<file path="src/rtl/dphy_hs_lane_aligner.sv">
// dphy_hs_lane_aligner: multi-lane D-PHY HS receive back-end (sync hunt, bit alignment, lane deskew)
//   byte_clk_i      byte clock, all logic on rising edge
//   rst_n_i         asynchronous active-low reset
//   active_lanes_i  active lane count (0 or >LANES means LANES), sampled on HS entry
//   hs_active_i     high during an HS burst; low returns to idle and flushes
//   byte_data_i     raw deserialised bytes, lane n at [8n+7:8n], bit 0 earliest
//   aligned_data_o  deskewed, bit-aligned payload, same packing, inactive lanes 0
//   aligned_valid_o aligned_data_o holds one byte per active lane
//   lane_locked_o   per-lane sync lock status
//   sync_err_o      one-cycle pulse on sync timeout
//   skew_err_o      one-cycle pulse on deskew FIFO overflow
module dphy_hs_lane_aligner #(
    parameter int         LANES        = 4,
    parameter logic [7:0] SYNC_BYTE    = 8'hB8,
    parameter int         SYNC_TIMEOUT = 64,
    parameter int         DESKEW_DEPTH = 4
) (
    input  logic               byte_clk_i,
    input  logic               rst_n_i,
    input  logic [2:0]         active_lanes_i,
    input  logic               hs_active_i,
    input  logic [LANES*8-1:0] byte_data_i,
    output logic [LANES*8-1:0] aligned_data_o,
    output logic               aligned_valid_o,
    output logic [LANES-1:0]   lane_locked_o,
    output logic               sync_err_o,
    output logic               skew_err_o
);
    localparam int AW = $clog2(DESKEW_DEPTH);
    localparam int CW = $clog2(SYNC_TIMEOUT + 1);
    localparam logic [2:0] MAXL = 3'(LANES);
    localparam logic [AW:0] FULL = (AW+1)'(DESKEW_DEPTH);

    typedef enum logic [1:0] {IDLE, HUNT, LOCKED, ERR} state_t;

    state_t             st_q   [LANES];
    state_t             st_d   [LANES];
    logic [7:0]         prev_q [LANES];
    logic [2:0]         off_q  [LANES];
    logic [2:0]         off_d  [LANES];
    logic [7:0]         mem_q  [LANES][DESKEW_DEPTH];
    logic [AW-1:0]      wr_q   [LANES];
    logic [AW-1:0]      wr_d   [LANES];
    logic [AW-1:0]      rd_q   [LANES];
    logic [AW-1:0]      rd_d   [LANES];
    logic [AW:0]        fcnt_q [LANES];
    logic [AW:0]        fcnt_d [LANES];
    logic [LANES-1:0]   act_q, act_d, lock_q, lock_d;
    logic [CW-1:0]      cnt_q, cnt_d, cnt_inc;
    logic [LANES*8-1:0] data_q, data_d;
    logic               valid_q, valid_d, sync_err_q, sync_err_d, skew_err_q, skew_err_d;

    logic [15:0]        win       [LANES];
    logic [7:0]         lane_byte [LANES];
    logic [2:0]         hit_k     [LANES];
    logic [LANES-1:0]   act_new, hit, push, wen, popn, empty, full;
    logic [2:0]         n_eff;
    logic               run, all_locked, pop, hunting, timeout, overflow, flush;

    always_comb begin
        n_eff = (active_lanes_i == 3'd0 || active_lanes_i > MAXL) ? MAXL : active_lanes_i;
        run   = st_q[0] == HUNT || st_q[0] == LOCKED;
        data_d = '0;
        for (int n = 0; n < LANES; n++) begin
            act_new[n] = 3'(n) < n_eff;
            win[n] = {byte_data_i[8*n +: 8], prev_q[n]};
            hit[n] = 1'b0;
            hit_k[n] = 3'd0;
            // descending scan so the lowest matching offset wins
            for (int k = 7; k >= 0; k--) begin
                if (win[n][k +: 8] == SYNC_BYTE) begin
                    hit[n] = 1'b1;
                    hit_k[n] = 3'(k);
                end
            end
            lane_byte[n] = win[n][off_q[n] +: 8];
            push[n]  = st_q[n] == LOCKED;
            empty[n] = fcnt_q[n] == '0;
            full[n]  = fcnt_q[n] == FULL;
        end
        all_locked = (act_q & ~lock_q) == '0;
        pop        = run && ((empty & act_q) == '0);
        // while a lane is still hunting, early lanes just stall at full; once every
        // lane is locked a push into a full FIFO means the skew exceeds the FIFO
        overflow   = run && hs_active_i && all_locked && !pop && |(push & full);
        hunting    = run && |(act_q & ~lock_q & ~hit);
        cnt_inc    = cnt_q + 1'b1;
        timeout    = hunting && hs_active_i && cnt_inc == CW'(SYNC_TIMEOUT);
        flush      = !hs_active_i || !run || timeout || overflow;
        cnt_d      = !run ? '0 : hunting ? cnt_inc : cnt_q;
        act_d      = (st_q[0] == IDLE && hs_active_i) ? act_new : act_q;
        valid_d    = pop && !flush;
        sync_err_d = timeout;
        skew_err_d = overflow;
        for (int n = 0; n < LANES; n++) begin
            st_d[n] = !hs_active_i ? IDLE :
                      (timeout || overflow) ? ERR :
                      st_q[n] == IDLE ? HUNT :
                      (st_q[n] == HUNT && act_q[n] && hit[n]) ? LOCKED : st_q[n];
            lock_d[n] = hs_active_i && (lock_q[n] || st_d[n] == LOCKED);
            off_d[n]  = (st_q[n] == HUNT && hit[n]) ? hit_k[n] : off_q[n];
            wen[n]    = push[n] && (!full[n] || pop) && !flush;
            popn[n]   = pop && act_q[n] && !flush;
            wr_d[n]   = flush ? '0 : wr_q[n] + AW'(wen[n]);
            rd_d[n]   = flush ? '0 : rd_q[n] + AW'(popn[n]);
            fcnt_d[n] = flush ? '0 : fcnt_q[n] + (AW+1)'(wen[n]) - (AW+1)'(popn[n]);
            data_d[8*n +: 8] = popn[n] ? mem_q[n][rd_q[n]] : 8'h00;
        end
    end

    always_ff @(posedge byte_clk_i or negedge rst_n_i) begin
        if (!rst_n_i) begin
            for (int n = 0; n < LANES; n++) begin
                st_q[n]   <= IDLE;
                prev_q[n] <= '0;
                off_q[n]  <= '0;
                wr_q[n]   <= '0;
                rd_q[n]   <= '0;
                fcnt_q[n] <= '0;
            end
            act_q      <= '0;
            lock_q     <= '0;
            cnt_q      <= '0;
            data_q     <= '0;
            valid_q    <= 1'b0;
            sync_err_q <= 1'b0;
            skew_err_q <= 1'b0;
        end else begin
            for (int n = 0; n < LANES; n++) begin
                st_q[n]   <= st_d[n];
                prev_q[n] <= byte_data_i[8*n +: 8];
                off_q[n]  <= off_d[n];
                wr_q[n]   <= wr_d[n];
                rd_q[n]   <= rd_d[n];
                fcnt_q[n] <= fcnt_d[n];
            end
            act_q      <= act_d;
            lock_q     <= lock_d;
            cnt_q      <= cnt_d;
            data_q     <= data_d;
            valid_q    <= valid_d;
            sync_err_q <= sync_err_d;
            skew_err_q <= skew_err_d;
        end
    end

    always_ff @(posedge byte_clk_i) begin
        for (int n = 0; n < LANES; n++) begin
            if (wen[n]) mem_q[n][wr_q[n]] <= lane_byte[n];
        end
    end

    assign aligned_data_o  = data_q;
    assign aligned_valid_o = valid_q;
    assign lane_locked_o   = lock_q;
    assign sync_err_o      = sync_err_q;
    assign skew_err_o      = skew_err_q;
endmodule

</file>
<file path="config.mk">
export PLATFORM = sky130hd
export DESIGN_NAME = dphy_hs_lane_aligner
export DESIGN_NICKNAME = d
export VERILOG_FILES = /design/src/rtl/dphy_hs_lane_aligner.sv
export SDC_FILE = /design/constraint.sdc
export NUM_CORES = 1
export LEC_CHECK = 0
export ABC_AREA = 1
export CORE_UTILIZATION = 50
export CTS_CLUSTER_DIAMETER = 40
export CTS_CLUSTER_SIZE = 14
export DETAILED_ROUTE_END_ITERATION = 6
export PLACE_DENSITY = 0.66
export SLEW_MARGIN = 20
export SYNTH_ARGS = -nofsm -noshare
export SYNTH_HDL_FRONTEND = slang
export SYNTH_SLANG_ARGS = --single-unit
</file>
<file path="constraint.sdc">
create_clock -name byte_clk_i -period 4.4 [get_ports byte_clk_i]
set_input_delay 0.66 -clock byte_clk_i [delete_from_list [all_inputs] [get_ports byte_clk_i]]
set_output_delay 0.66 -clock byte_clk_i [all_outputs]
set_load 0.01 [all_outputs]
</file>
== After elaboration in Yosys (flattened, before gate mapping) ==
Memories as Yosys holds them, arrays and structs flattened.
Index checks and enable logic that the tools add are counted.
Storage, ports and cells
  flip-flop bits (word level): 130
  bits in writable memories: 128
  input bits: 38
  output and inout port bits: 39
  memories kept: 1
Memory list
  mem_q: depth 4, width 32, rd ports 4, clocked after memory_dff 0, write ports 4, line 41  | logic [7:0] mem_q [LANES][DESKEW_DEPTH];
Operators by class
  $add $sub $neg: 17
  $lt $le $gt $ge: 17
  eq/ne operators: 50
  shift-type cells: 4
  mux-type cells: 127
  bitwise gates (word level): 14
  reduce and logical (&&, ||, !) cells: 81
Operator list (count)
  $eq A8 B8 Y1 const B: 32
  $mux W32: 4
  $mux W8: 16
  $mux W3: 37
  $bmux W8 S2: 4
  $demux W8 S2: 4
  $shiftx A16 B4 Y8: 4
  $mux W2: 24
  $logic_and A1 B1 Y1: 46
  $mux W1: 36
  $ge A3 B3 Y1 const B: 8
  $not A2 Y3: 8
  $add A2 B1 Y2: 8
  $and A4 B4 Y4: 4
  $eq A2 B2 Y1 const B: 8
  $logic_not A3 Y1: 5
  $logic_or A1 B1 Y1: 14
  $mux W7: 2
  $add A3 B1 Y3: 4
  $eq A3 B3 Y1 const B: 4
  $lt A3 B1 Y1 const B: 4
  $sub A3 B1 Y3: 4
  $eq A2 B1 Y1 const B: 4
  $logic_not A1 Y1: 8
  10 further kinds: 18

== Longest topological paths before layout ==
Gate-level depths: netlist (run 1).
  depth in word-level cells: 22
  mapped depth: 20
  mapped depth without buffers: 20

== Least setup slack after synthesis (run 1) ==
Ideal clock, no wire load.
  path type: input -> register
  from: in byte_data_i[21]
  to: reg fcnt_q[8] (netlist name)
  setup time: 0.120 ns
  arrival time: 3.028 ns
  slack: 1.252 ns
  stages: 20
  buffers on the path: 0
  cells stage by stage: inv_1 > nand2_1 > nor2_1 > nand3_1 > nand2_1 > nor2_1 > nand3_1 > nand2_1 > o21ai_4 > nand2_2 > nor2_4 > nand2_2 > inv_1 > ha_1 > inv_1 > ha_1 > inv_1 > fa_1 > xor2_1 > nor2_1
RTL lines
  start: declaration: line 22  | input logic [LANES*8-1:0] byte_data_i,
  end signal: indexed assignment: line 135  | fcnt_q[n] <= fcnt_d[n];
  end: declaration: line 46  | logic [AW:0] fcnt_q [LANES];

==> qor.log, run 1 <==
INFO  grt            first_pass_grt_wire_length=42900um
INFO  clock_tree     numCtsBuffers=35
INFO  setup_path     critPathLaunch=st_q[7]$_DFF_PN0_
INFO  detailed_routing detail_route.drc_violations=0
INFO  layout         final_core_util=60.9%
INFO  synthesis      synth_ff_type=sky130_fd_sc_hd__dfrtp_1
INFO  clock_tree     tritoncts_clock_tree=done
INFO  setup_path     critical_path.cell_chain=inv_1 > ha_1 > nand2_1 > inv_1 > nand2_1 > nor2_1 > nand3_1 > nor3_1 > o21ai_4 > nand2_2 > nor2_4 > nand2_1 > ha_1 > inv_1 > ha_1 > inv_1 > fa_1 > xor2_1 > nor2_1
INFO  floorplanning  die_h=159um
INFO  clock_tree     setup_buffers_after_cts=0
INFO  sta            report.final.hold_viol_count=0
INFO  clock_tree     clock_tree.root_cell=sky130_fd_sc_hd__clkbuf_16
INFO  detailed_routing avgRoutedWirePerCell=14.1um
INFO  grt            global_route.overflow_total=0
INFO  detailed_routing vias=9248
INFO  setup_path     r2r-start=st_q[7]$_DFF_PN0_
INFO  sta            max_freq=262MHz
INFO  grt            initial_antenna_violation_count=0
INFO  detailed_routing detail_route.iter0.violations=593
INFO  synthesis      synth-edff-count=128
INFO  clock_tree     path_clk_slew=60ps
INFO  setup_path     cp_data_arrival_time=4200ps
INFO  detailed_routing wirelength=25600um
INFO  detailed_routing routed_via_density=5.12
INFO  sta            layout_min_cycle_time=3810ps
INFO  floorplanning  coreArea=24200um2
INFO  outcome        run_status=complete, no violations
INFO  layout         share_of_post_route_cells_with_drive_strength_above_1=6.81%
INFO  clock_tree     cts.sinks=258
INFO  setup_path     critical_path.startpoint_type=flip-flop
INFO  floorplanning  initial_utilization=50.9%
INFO  setup_path     crit_fanout=13
INFO  placed_design  hpwlAfterDp=17900um
INFO  setup_path     critical-path-top-cell-by-count=sky130_fd_sc_hd__inv_1
INFO  setup_path     critical_path.top_delay_family=simple AND/OR/NAND/NOR gates
INFO  sta            final-max-slew-violation-count=0
INFO  detailed_routing firstDrtPassIters=7
INFO  synthesis      synth_fp_nets=1430
INFO  clock_tree     hold_buffers=0
INFO  power_and_ir_drop power.static_leakage=0.00654uW
INFO  synthesis      synth.yosys.seq_area_share=57.5%
INFO  sta            report.final.setup_viol=0
INFO  min_path       hold_path.class=in2async
INFO  grt            overall_global_routing_usage=20.9%
INFO  sta            tns=0ps
INFO  synthesis      synth_warnings=0
INFO  sta            skew_final=19.2ps
INFO  sta            slew-limit-headroom=53.6%
INFO  synthesis      postSynthRegisterBits=258
INFO  synthesis      avgSynthCellArea=9.04um2
INFO  sta            worst-slew-pin-transition=696ps
INFO  sta            rsz0062_at_grt=no
INFO  floorplanning  die_w=159um
INFO  layout         antenna_cells=0
INFO  synthesis      synthArstFlopShare=50.4%
INFO  clock_tree     cts_resized=0
INFO  setup_path     worst_setup_path_end_kind=flip-flop
INFO  layout         final.fill_count=2103
INFO  power_and_ir_drop vdd_ir_max=0.000317V
INFO  synthesis      syn-cell-area=12300um2
INFO  sta            final_worst_path_cycle_share=86.7%
INFO  setup_path     cp_num_buf_inv=4
INFO  power_and_ir_drop power.density=425nW/um2
INFO  setup_path     crit_type=reg2reg
INFO  layout         register_area=7100um2
INFO  setup_path     critical_path.max_stage_delay=560ps
INFO  flow_run       drv_cap=0
INFO  clock_tree     number_of_h_tree_levels=2
INFO  setup_path     timing.critical_path.required=4780ps
INFO  clock_tree     cts_max_path_buffers=3
INFO  detailed_routing route.antenna.remaining_nets=0
INFO  clock_tree     worst_skew_late_latency=510ps
INFO  floorplanning  placement_rows=57
INFO  placed_design  place.port_buffers=76
INFO  power_and_ir_drop p_total=6280uW
INFO  layout         multiInputGateArea=4460um2
INFO  layout         fin_nets=1521
INFO  synthesis      synth.distinct_cells=36
INFO  synthesis      syn-instance-count=1366
INFO  placed_design  finalWeightedCongestion=0.902
INFO  setup_path     cpMaxStageDelayCell=sky130_fd_sc_hd__ha_1
INFO  floorplanning  die-area=25300um2
INFO  grt            grt_pass1_vias=8976
INFO  layout         area.growth.synth_to_final=19.7%
INFO  floorplanning  io-pin-count=77
INFO  grt            pin_count_of_the_biggest_net_entering_global_routing=71
## stage by stage
step | area [um2] | setup slack [ps] | cells | hold slack (ps)
floorplan | 12300 | 1250 | 1366 | 364
global placement | 13500 | 146 | 1744 | 529
detailed placement | 13500 | 37.7 | 1744 | 528
CTS | 14800 | 582 | 1807 | 199
global route | 14800 | 257 | 1807 | 226
finish | 14800 | 586 | 1807 | 183
## metal layers
layer / global-route usage, % / vias up / share of wire, %
li1: - / 4691 / -
met1: 28.4 / 4317 / 46
met3: 3.18 / 37 / 4.5
met5: 0 / - / 0
met2: 34.6 / 203 / 48
met4: 6.60 / 0 / 1.8
## power by group
| part | switching [uW] | total (uW) | internal (uW) | leakage (uW) |
|---|---|---|---|---|
| sequential | 87.4 | 2750 | 2660 | 0.00285 |
| combinational | 362 | 534 | 172 | 0.00308 |
| clock | 1080 | 3000 | 1920 | 0.000606 |
| total | 1530 | 6280 | 4750 | 0.00654 |
## layout by cell type (no fill, tap or decap), drive strengths merged
master           n
nand2          361
nor2           178
inv            167
o21ai          131
dfrtp          130
edfxtp         128
clkdlybuf4s50   75
a21oi           53
nand3           52
clkbuf          39
a32o            32
buf             25
ha              22
mux2i           14
nand4           10
xnor2            9
xor2             8
clkinv           8
bufinv           6
or2              4
o22ai            4
fa               4
clkinvlp         4
nor3             3
o211ai           3
a22oi            3
nand3b           2
mux2             2
a211oi           2
o32ai            1
o221ai           1
o311ai           1
nor4             1
## layout make-up
cell class	count	share of cell area, %
repair buffers	100	6.38
clock inverters	24	2.22
clock buffers	39	6.32
multi-input cells	901	30.2
well taps	324	2.74
flip-flops and latches	258	48.0
inverters	161	4.11
## flip-flops by register name (all words and copies together) (netlist names)
register / flops
lane_locked_o: 4
rd_q: 8
skew_err_o: 1
wr_q: 8
st_q: 8
cnt_q: 7
fcnt_q: 12
prev_q: 32
act_q: 4
aligned_valid_o: 1
mem_q: 128
aligned_data_o: 32
off_q: 12
sync_err_o: 1
## Yosys cell counts, types with 14 or more instances
master	instances	area, um2
sky130_fd_sc_hd__nor2_1	175	657
sky130_fd_sc_hd__nand2_1	356	1340
sky130_fd_sc_hd__clkbuf_1	43	161
sky130_fd_sc_hd__inv_1	158	593
sky130_fd_sc_hd__dfrtp_1	130	3250
sky130_fd_sc_hd__a21oi_1	53	265
sky130_fd_sc_hd__nand3_1	52	260
sky130_fd_sc_hd__ha_1	22	275
sky130_fd_sc_hd__edfxtp_1	128	3840
sky130_fd_sc_hd__a32o_1	32	320
sky130_fd_sc_hd__mux2i_1	14	140
sky130_fd_sc_hd__o21ai_0	130	651
## cell families after synthesis
| kind of cell | count (synthesis) | synth area share [%] |
|---|---|---|
| buffers and inverters | 207 | 6.35 |
| and+or+nand+nor | 611 | 19.7 |
| adders and majority gates | 26 | 2.88 |
| DFF | 258 | 57.5 |
| AOI/OAI and AO/OA | 231 | 11.0 |
| muxes | 16 | 1.32 |
| xor gates and xnor gates | 17 | 1.21 |
## worst register-to-register path, stage by stage (launching register included)
cell                      delay [ps]
sky130_fd_sc_hd__dfrtp_1         370
sky130_fd_sc_hd__inv_1            80
sky130_fd_sc_hd__ha_1            560
sky130_fd_sc_hd__nand2_1         260
sky130_fd_sc_hd__inv_1           100
sky130_fd_sc_hd__nand2_1          50
sky130_fd_sc_hd__nor2_1          100
sky130_fd_sc_hd__nand3_1          80
sky130_fd_sc_hd__nor3_1          350
sky130_fd_sc_hd__o21ai_4         170
sky130_fd_sc_hd__nand2_2         150
sky130_fd_sc_hd__nor2_4          100
sky130_fd_sc_hd__nand2_1         190
sky130_fd_sc_hd__ha_1            270
sky130_fd_sc_hd__inv_1            60
sky130_fd_sc_hd__ha_1            130
sky130_fd_sc_hd__inv_1            50
sky130_fd_sc_hd__fa_1            370
sky130_fd_sc_hd__xor2_1          170
sky130_fd_sc_hd__nor2_1           60
## final timing paths
check / to / slack [ps] / cells past startpoint
min in group byte_clk_i: cnt_q[6]$_DFFE_PN0P_ / 540 / 2
max in group asynchronous: rd_q[1]$_DFF_PN0_ / 3270 / 2
setup / recovery: fcnt_q[8]$_DFF_PN0_ / 590 / 19
setup reg to reg: fcnt_q[8]$_DFF_PN0_ / 590 / 19
hold / removal: aligned_data_o[30]$_DFF_PN0_ / 180 / 1
hold reg to reg: cnt_q[6]$_DFFE_PN0P_ / 540 / 2
(Power assumes the default switching activity.)
==> run 2, diff against run 1 <==
--- a/config.mk
+++ b/config.mk
@@ -11,7 +11,9 @@
 export CTS_CLUSTER_SIZE = 14
 export DETAILED_ROUTE_END_ITERATION = 6
 export PLACE_DENSITY = 0.66
+export REMOVE_ABC_BUFFERS = 1
 export SLEW_MARGIN = 20
 export SYNTH_ARGS = -nofsm -noshare
 export SYNTH_HDL_FRONTEND = slang
 export SYNTH_SLANG_ARGS = --single-unit
+export TNS_END_PERCENT = 100
==> run 2 against run 1 <==
Hold slack lost 60 ps. Worst setup slack gained 180 ps. Final cell count grew 0.39%. Via count grew 2.1%. Clock power shrank 4%. Routed wire length grew 4.5%. Clock-buffer cell count grew 5. Register-to-register slack gained 180 ps. Sequential power is essentially flat. Flip-flop and latch count is the same. Die area is the same. Critical path depth grew 1.
==> qor.log, run 2 (synthesized netlist as in run 1, its figures left out) <==
INFO  sta            tns=0ps [unchanged]
INFO  clock_tree     clock_tree.root_cell=sky130_fd_sc_hd__clkbuf_16 [unchanged]
INFO  setup_path     crit_fanout=13 [unchanged]
INFO  sta            worst-slew-pin-transition=702ps [was 696 ps]
INFO  power_and_ir_drop power.density=418nW/um2 [was 425 nW/um2]
INFO  power_and_ir_drop vdd_ir_max=0.000289V [was 0.000317 V]
INFO  grt            overall_global_routing_usage=21.5% [was 20.9%]
INFO  outcome        run_status=complete, no violations [unchanged]
INFO  setup_path     critical_path.startpoint_type=flip-flop [unchanged]
INFO  placed_design  dpl_cell_area=13500um2 [about the same]
INFO  sta            final_worst_path_cycle_share=82.6% [was 86.7%]
INFO  sta            slew-limit-headroom=53.2% [was 53.6%]
INFO  setup_path     critical-path-top-cell-by-count=sky130_fd_sc_hd__inv_1 [unchanged]
INFO  clock_tree     worst_skew_late_latency=510ps [about the same]
INFO  clock_tree     cts.sinks=258 [unchanged]
INFO  clock_tree     hold_buffers=0 [unchanged]
INFO  floorplanning  die_w=159um [unchanged]
INFO  setup_path     cp_data_arrival_time=4020ps [was 4200 ps]
INFO  setup_path     critical_path.cell_chain=inv_1 > ha_1 > buf_4 > nand2_1 > inv_1 > nand2_1 > nor2_1 > nand3_1 > nor3_1 > o21ai_4 > nand2_2 > nor2_4 > nand2_1 > ha_1 > inv_1 > ha_1 > inv_1 > fa_1 > xor2_1 > nor2_1 [was inv_1 > ha_1 > nand2_1 > inv_1 > nand2_1 > nor2_1 > nand3_1 > nor3_1 > o21ai_4 > nand2_2 > nor2_4 > nand2_1 > ha_1 > inv_1 > ha_1 > inv_1 > fa_1 > xor2_1 > nor2_1]
INFO  sta            report.final.setup_viol=0 [unchanged]
INFO  layout         share_of_post_route_cells_with_drive_strength_above_1=7.25% [was 6.81%]
INFO  detailed_routing detail_route.iter0.violations=527 [was 593]
INFO  layout         fin_nets=1525 [was 1521]
INFO  layout         layout.cells.most_common=sky130_fd_sc_hd__nand2_1 [unchanged]
INFO  setup_path     ff2ff_setup_slack=760ps [was 590 ps]
INFO  setup_path     worst_setup_path_end_kind=flip-flop [unchanged]
INFO  setup_path     crit_type=reg2reg [unchanged]
INFO  power_and_ir_drop power.static_leakage=0.00654uW [about the same]
INFO  setup_path     ff2ff_path_depth=20 [was 19]
INFO  detailed_routing route.antenna.remaining_nets=0 [unchanged]
INFO  clock_tree     numCtsBuffers=37 [was 35]
INFO  sta            skew_final=11.7ps [was 19.2 ps]
INFO  setup_path     r2r-start=st_q[7]$_DFF_PN0_ [unchanged]
INFO  placed_design  hpwlAfterDp=18700um [was 17900 um]
INFO  layout         largest_register_ffs=128 [unchanged]
INFO  sta            report.final.hold_viol_count=0 [unchanged]
INFO  detailed_routing detail_route.drc_violations=0 [unchanged]
INFO  setup_path     critical_path.max_stage_delay=470ps [was 560 ps]
INFO  placed_design  place.port_buffers=76 [unchanged]
INFO  layout         top_library_cells_by_usage_in_the_layout_fill_and_taps_aside=sky130_fd_sc_hd__nand2_1 (356), sky130_fd_sc_hd__nor2_1 (175), sky130_fd_sc_hd__inv_1 (158) [unchanged]
INFO  floorplanning  die_h=159um [unchanged]
INFO  detailed_routing routed_via_density=5.21 [was 5.12]
INFO  floorplanning  coreArea=24200um2 [unchanged]
INFO  floorplanning  initial_utilization=50.9% [unchanged]
INFO  sta            max_freq=275MHz [was 262 MHz]
INFO  clock_tree     setup_buffers_after_cts=0 [unchanged]
INFO  detailed_routing wirelength=26700um [was 25600 um]
INFO  setup_path     worst_r2r_endpoint=fcnt_q[2]$_DFF_PN0_ [was fcnt_q[8]$_DFF_PN0_]
INFO  flow_run       drv_cap=0 [unchanged]
INFO  placed_design  finalWeightedCongestion=0.914 [was 0.902]
INFO  clock_tree     cts_max_path_buffers=3 [unchanged]
INFO  clock_tree     tritoncts_clock_tree=done [unchanged]
INFO  detailed_routing vias=9443 [was 9248]
INFO  grt            grt_pass1_vias=8890 [was 8976]
INFO  detailed_routing firstDrtPassIters=5 [was 7]
INFO  clock_tree     cts_resized=0 [unchanged]
INFO  clock_tree     number_of_h_tree_levels=2 [unchanged]
INFO  detailed_routing avgRoutedWirePerCell=14.7um [was 14.1 um]
INFO  sta            rsz0062_at_grt=no [unchanged]
INFO  floorplanning  die-area=25300um2 [unchanged]
INFO  min_path       hold_path.class=in2async [unchanged]
INFO  sta            final-max-slew-violation-count=0 [unchanged]
INFO  setup_path     cpMaxStageDelayCell=sky130_fd_sc_hd__nor3_1 [was sky130_fd_sc_hd__ha_1]
INFO  clock_tree     path_clk_slew=60ps [about the same]
INFO  layout         final_cell_area=14800um2 [unchanged]
INFO  grt            pin_count_of_the_biggest_net_entering_global_routing=73 [was 71]
INFO  setup_path     timing.critical_path.required=4780ps [about the same]
INFO  grt            first_pass_grt_wire_length=44300um [was 42900 um]
INFO  floorplanning  placement_rows=57 [unchanged]
INFO  floorplanning  io-pin-count=77 [unchanged]
INFO  layout         antenna_cells=0 [unchanged]
INFO  layout         area.growth.synth_to_final=19.7% [unchanged]
INFO  grt            initial_antenna_violation_count=0 [unchanged]
INFO  sta            layout_min_cycle_time=3640ps [was 3810 ps]
INFO  grt            global_route.overflow_total=0 [unchanged]
[run 2: cell count changes in the layout (fill, tap and decap cells not counted), sizes merged]
| cell | delta |
|---|---|
| bufinv | -5 |
| buf | +2 |
| inv | -1 |
| clkinv | +3 |
| clkinvlp | +3 |
| clkbuf | +5 |
[run 2: power by group]
group          switching, uW  total [uW]  internal (uW)  leakage (uW)
clock network           1120        2880           1760      0.000591
registers               86.8        2750           2660       0.00285
logic                    370         543            173       0.00309
total                   1580        6170           4600       0.00654
[run 2: per-stage QoR]
| stage | worst slack, ps | util (%) | instances | hold slack [ps] | total power (uW) |
|---|---|---|---|---|---|
| finish | 764 | 60.9 | 1814 | 123 | 6170 |
| global placement | 307 | 55.8 | 1746 | 520 | 3330 |
| detailed placement | 256 | 55.8 | 1746 | 529 | 3340 |
| floorplan | 1090 | - | 1320 | 364 | 3110 |
| CTS | 722 | 60.9 | 1814 | 146 | 6240 |
| global route | 438 | 60.9 | 1814 | 162 | 6430 |
[run 2: how the worst max path moves through the flow]
stage,from,to,slack (ps),depth (start not counted)
after CTS,st_q[7]$_DFF_PN0_,fcnt_q[2]$_DFF_PN0_,720,20
after global routing,byte_data_i[26],fcnt_q[11]$_DFF_PN0_,440,19
after floorplan,st_q[7]$_DFF_PN0_,fcnt_q[8]$_DFF_PN0_,1090,20
final,st_q[7]$_DFF_PN0_,fcnt_q[2]$_DFF_PN0_,760,20
after detailed placement,byte_data_i[26],fcnt_q[11]$_DFF_PN0_,260,19
after global placement,byte_data_i[26],fcnt_q[8]$_DFF_PN0_,310,19
[run 2: area by class of cell]
class,instances,area [um2]
Clock buffer,44,1020
Clock inverter,24,209
Fill cell,2122,9470
Inverter,161,607
Multi-Input combinational cell,901,4460
Sequential cell,258,7100
Tap cell,324,405
Timing Repair Buffer,102,970
[run 2: layer usage]
layer	GRT usage, %	vias up	part of all wire (%)	wire length [um]
li1	-	4704	-	-
met1	28.8	4474	45	12100
met2	36.0	216	48	12900
met3	3.65	49	4.3	1160
met4	6.56	0	2.2	585
met5	0	-	0	0
[run 2: critical path: cells and delay by family (launching register included)]
kind,cells,cell delay [ps]
buffers and inverters,5,460
xor gates and xnor gates,1,160
DFF,1,370
AOI/OAI and AO/OA,1,110
adders and majority gates,4,1050
and+or+nand+nor,9,1370
